$ cat src/rtl/serial_adder_pkg.sv
// Shared types and sizing helpers for the bit-serial adder.
// Optional signed-overflow output is enabled with SERIAL_ADDER_OVF_EN.
package serial_adder_pkg;

  typedef enum logic [1:0] {
    IDLE,
    RUN,
    DONE
  } state_e;

  localparam int DEF_WIDTH = 8;

  // Counter must hold 0..WIDTH
  function automatic int cnt_w(input int w);
    return $clog2(w + 1);
  endfunction

endpackage

$ cat src/rtl/serial_adder_fa_cell.sv
// Single-bit full adder used for the per-cycle sum/carry step.
// Purely combinational.
module fa_cell (
  input  logic x,
  input  logic y,
  input  logic ci,
  output logic s,
  output logic co
);

  assign s  = x ^ y ^ ci;
  assign co = (x & y) | (x & ci) | (y & ci);

endmodule

$ cat src/rtl/serial_adder.sv
// LSB-first bit-serial adder: one bit per cycle, WIDTH cycles per add.
// Define SERIAL_ADDER_OVF_EN to add the signed-overflow output ovf.
module serial_adder
  import serial_adder_pkg::*;
#(
  parameter int WIDTH = DEF_WIDTH
) (
  input  logic             clk,
  input  logic             rst_n,
  input  logic             start,
  input  logic [WIDTH-1:0] a,
  input  logic [WIDTH-1:0] b,
  input  logic             cin,
  output logic             busy,
  output logic             done,
  output logic [WIDTH-1:0] sum,
  output logic             cout
`ifdef SERIAL_ADDER_OVF_EN
  ,
  output logic             ovf
`endif
);

  localparam int CW = cnt_w(WIDTH);
  localparam logic [CW-1:0] LAST = CW'(WIDTH - 1);

  state_e           state_q, state_d;
  logic [WIDTH-1:0] a_q, a_d;
  logic [WIDTH-1:0] b_q, b_d;
  logic [WIDTH-1:0] sum_q, sum_d;
  logic [CW-1:0]    cnt_q, cnt_d;
  logic             carry_q, carry_d;
  logic             cout_q, cout_d;
  logic             s_bit, c_bit;
  logic             accept, last;

  fa_cell u_fa (
    .x  (a_q[0]),
    .y  (b_q[0]),
    .ci (carry_q),
    .s  (s_bit),
    .co (c_bit)
  );

  assign accept = start & (state_q != RUN);
  assign last   = (state_q == RUN) & (cnt_q == LAST);

  always_comb begin
    state_d = state_q;
    a_d     = a_q;
    b_d     = b_q;
    sum_d   = sum_q;
    cnt_d   = cnt_q;
    carry_d = carry_q;
    cout_d  = cout_q;
    unique case (state_q)
      IDLE, DONE: begin
        if (start) begin
          state_d = RUN;
          a_d     = a;
          b_d     = b;
          sum_d   = '0;
          cnt_d   = '0;
          carry_d = cin;
          cout_d  = 1'b0;
        end else begin
          state_d = IDLE;
        end
      end
      RUN: begin
        a_d     = a_q >> 1;
        b_d     = b_q >> 1;
        sum_d   = {s_bit, sum_q[WIDTH-1:1]};
        carry_d = c_bit;
        cnt_d   = cnt_q + 1'b1;
        if (cnt_q == LAST) begin
          state_d = DONE;
          cout_d  = c_bit;
        end
      end
      default: state_d = IDLE;
    endcase
  end

  always_ff @(posedge clk or negedge rst_n) begin
    if (!rst_n) begin
      state_q <= IDLE;
      a_q     <= '0;
      b_q     <= '0;
      sum_q   <= '0;
      cnt_q   <= '0;
      carry_q <= 1'b0;
      cout_q  <= 1'b0;
    end else begin
      state_q <= state_d;
      a_q     <= a_d;
      b_q     <= b_d;
      sum_q   <= sum_d;
      cnt_q   <= cnt_d;
      carry_q <= carry_d;
      cout_q  <= cout_d;
    end
  end

`ifdef SERIAL_ADDER_OVF_EN
  logic ovf_q, ovf_d;

  // carry_q is the carry into the MSB on the last bit
  always_comb begin
    ovf_d = ovf_q;
    if (accept) begin
      ovf_d = 1'b0;
    end else if (last) begin
      ovf_d = carry_q ^ c_bit;
    end
  end

  always_ff @(posedge clk or negedge rst_n) begin
    if (!rst_n) begin
      ovf_q <= 1'b0;
    end else begin
      ovf_q <= ovf_d;
    end
  end

  assign ovf = ovf_q;
`else
`endif

  assign busy = (state_q == RUN);
  assign done = (state_q == DONE);
  assign sum  = sum_q;
  assign cout = cout_q;

endmodule

$ cat config.mk
export PLATFORM = sky130hd
export DESIGN_NAME = serial_adder
export DESIGN_NICKNAME = d
export VERILOG_FILES = /design/src/rtl/serial_adder_pkg.sv /design/src/rtl/serial_adder_fa_cell.sv /design/src/rtl/serial_adder.sv
export SDC_FILE = /design/constraint.sdc
export NUM_CORES = 1
export LEC_CHECK = 0
export ABC_AREA = 1
export CELL_PAD_IN_SITES_DETAIL_PLACEMENT = 1
export CELL_PAD_IN_SITES_GLOBAL_PLACEMENT = 2
export CORE_MARGIN = 8
export CORE_UTILIZATION = 26
export CTS_CLUSTER_DIAMETER = 200
export DETAILED_ROUTE_END_ITERATION = 8
export PLACE_DENSITY = 0.76
export SYNTH_ARGS = -nofsm -noshare
export SYNTH_HDL_FRONTEND = slang
export SYNTH_SLANG_ARGS = --single-unit
$ cat constraint.sdc
create_clock -name clk -period 1.2 [get_ports clk]
set_clock_uncertainty 0.1 [all_clocks]
set_input_delay 0.24 -clock clk [delete_from_list [all_inputs] [get_ports clk]]
set_output_delay 0.24 -clock clk [all_outputs]
set_load 0.02 [all_outputs]
==> out/summary.md <==
Timing
• **Final Hold Violating Endpoints** 0
• **measured slew at the worst slew-check pin** 0.1869 ns
• **unrepaired setup endpoints after global routing** yes
• **smallest setup slack after layout** -0.1371 ns
• **highest attainable clock frequency** 0.7479 GHz
• **max-slew violation total from the final report** 0
• **relative max-transition margin** 87.54%
• **final setup violating endpoints** 32
• **final clock period utilization by the worst path** 111.4%
• **fin crit period** 1.337 ns
• **hold slack** 0.2253 ns

Synth
• **synthesized netlist cell count** 193
• **summed instance area of the synthesized netlist** 0.001518 sq mm
• **net count after synthesis** 215
• **asr flop ratio synth** 100.0%
• **post-synth top area share** 52.76%
• **Post-Synth Simple-Gate Area** 29.18%
• **most repeated cell in the gate-level netlist after synthesis** nand2_1
• **area leader, netlist** dfrtp_1
• **top area cells in the synthesized netlist** dfrtp_1 53%, nand2_1 24%, inv_1 7.4%, o22ai_1 3.3%, buf_6 3.0%
• **share of cell area taken by muxes after synthesis** 0%
• **share of the synthesized area in compound gates (AO/OA/AOI/OAI)** 3.957%
• **mean post-synth cell area** 7.864 sq um
• **number of flip-flops and latches in the synthesized netlist** 32
• **Primary FF master, synth** dfrtp_1
• **most instantiated cells after synthesis** 97 x nand2_1, 32 x dfrtp_1, 30 x inv_1, 8 x o22ai_1, 6 x nor2_1
• **post-synthesis xor/xnor area fraction** 0%
• **share of synthesized area occupied by flip-flops and latches** 52.76%
• **adder-cell area share of the yosys netlist** 2.143%
• **EDFF count, synth** 0
• **total number of yosys warnings** 0
• **post-synthesis cell type count** 19
• **main combinational cell family by area after synthesis** simple AND/OR/NAND/NOR gates

GRT
• **number of antenna violations at the first check in global routing** 0
• **Tot GR Track Use** 9.607%
• **number of global-route vias before repair** 1438
• **leftover overflow at the end of global routing** 0
• **wire length of the first global-routing pass** 6513 um
• **pin count of the biggest net entering global routing** 33

Layout
• **antenna diode count** 0
• **final cell count without fillers** 317
• **share of layout cells above drive strength 1** 30.17%
• **share of the core filled with cells in the final layout** 38.79%
• **area growth from synthesis to layout** 47.73%
• **net total in the final layout** 264

Floorplanning
• **number of top-level pins** 31
• **core area** 0.005781 sq mm
• **die extent in x** 92.40 um
• **Initial Util** 26.26%
• **Die Span Y** 92.40 um
• **die area** 0.008538 sq mm
• **standard-cell rows** 28

Power
• **sequential share of power** 31.9%
• **leakage power** 1.172 nW
• **power share of the clock group** 13.2%
• **share of total power in combinational logic** 55.0%
• **Internal Pwr Total** 3.320 mW
• **cell area power density** 2604 mW/mm^2
• **switching power summed over all nets** 2.518 mW
• **VDD IR-drop max** 0.8300 mV
• **net switching fraction of the power** 43.13%
• **Design Power** 5.838 mW

Worst setup path
• **worst reg2reg startpoint** carry_q
• **sequence of cells on the critical path** inv_2 > nor2_8 > buf_6
• **setup slack, reg-to-reg** -0.09 ns
• **Worst Path Buf+Inv** 2
• **crit path max-delay cell type** dfrtp_1
• **CP Launch Type** flop
• **Arrival @ worst endpoint** 1.00 ns
• **length in cells of the worst reg-to-reg path** 6
• **critical path capture point type** output port
• **critical register-to-register path endpoint** cout
• **critical path start-end classification** flop to output port
• **highest fanout seen on the critical path** 4
• **required time of the worst setup path** 0.86 ns
• **peak per-stage delay on the critical path** 0.40 ns
• **largest delay contributor family on the critical path** flip-flops

Status
• **failing checks** setup timing
• **status** complete, but fails checks

CTS
• **Worst-path clk slew** 0.07 ns
• **clock root cell** clkbuf_8
• **number of buffers created by CTS** 5
• **Longest Clk Path Bufs** 2
• **H-tree lvl count** 2
• **number of hold buffers added after cts** 0
• **TritonCTS Sinks** 32
• **CTS tree** done
• **clock insertion delay at the later pin of the skew report** 0.28 ns

Placed design
• **total half-perimeter wirelength after legalization and detailed placement** 2461 um
• **port bufs** 30
• **weighted congestion reported at the end of routability-driven placement** 0.7240
• **DP Cell Count** 304

Drt
• **DR vias** 1332
• **Pre-antenna DRT Iters** 4
• **routed length per instance** 11.86 um
• **number of violations reported at the end of detailed-routing iteration 0** 26
• **via count normalized by instance count** 4.202
• **number of antenna-violating nets in the routed design** 0
• **Remaining DRCs** 0
• **overall routed net length** 3759 um

Flow run
• **count of max-cap constraint violations** 0

Min path
• **type of the tightest min-delay check** input pin to async pin

[cell families after synthesis]
group	after synthesis
AO/OA/AOI/OAI	10
adder cells (fa/ha/maj)	2
buffers and inverters	39
AND/OR/NAND/NOR	110
flip-flops	32
[worst max path at each step]
stage,startpoint,end,slack (ns),cells past startpoint
final,state_q[0],busy,-0.14,3
after global routing,carry_q,cout,-0.18,6
after CTS,state_q[1],busy,-0.14,2
after detailed placement,state_q[1],done,-0.33,3
after global placement,state_q[1],done,-0.33,3
after floorplan,carry_q,carry_q,-0.004,6
[placed cells by master, fill, tap and decap left out, drive strengths merged]
master         count
nand3b             1
nand3              2
clkbuf             6
inv               34
o21ai              1
clkinv             3
nor2               8
o22ai              8
nand2             98
fa                 1
ha                 1
a21oi              1
nand4              1
dfrtp             32
buf               26
clkdlybuf4s50     19
[stage by stage]
stage	cell area [sq um]	setup WS (ns)	setup TNS, ns
after detailed placement	1972	-0.3307	-8.939
after floorplan	1520	-0.003655	-0.007207
after CTS	2056	-0.1402	-1.344
final	2242	-0.1371	-1.943
after global placement	1972	-0.3283	-8.525
after global routing	2242	-0.1816	-3.426
[power by group through the flow]
stage / registers (mW) / clock network [mW] / logic (mW)
global placement: 1.82 / 0 / 2.51
finish: 1.86 / 0.769 / 3.21
detailed placement: 1.84 / 0 / 2.55
global route: 1.92 / 0.860 / 3.58
floorplan: 1.99 / 0 / 1.49
CTS: 1.83 / 0.809 / 2.66
[layer usage]
layer	global-route usage [%]	part of all wire, %	up-vias
li1	-	-	664
met1	10.96	43	636
met2	15.79	50	26
met3	3.641	5.9	6
met4	4.027	1.8	0
met5	0	0	-
[flip-flops by register name, indices dropped and copies added, names as in the netlist]
name / count
a_q: 8
b_q: 8
sum: 8
cnt_q: 4
state_q: 2
carry_q: 1
cout: 1
[layout make-up]
| class | count | area, sq um |
|---|---|---|
| timing repair inverter | 3 | 38.79 |
| tap | 75 | 93.84 |
| multi-input combinational | 122 | 676.9 |
| clock inverter | 1 | 5.005 |
| sequential | 32 | 802.0 |
| timing repair buffer | 45 | 416.7 |
| fill | 700 | 3538 |
| clock buffer | 6 | 72.57 |
| inverter | 33 | 136.4 |
[timing repair]
action / 4_1_cts / 5_1_grt
setup buffers: 0 / 2
resized for setup: 62 / 39
pin swaps: 2 / 7
gates cloned: 2 / 2
setup endpoints to repair: 42 / 35
No activity file was read; power rests on OpenSTA's default activity.
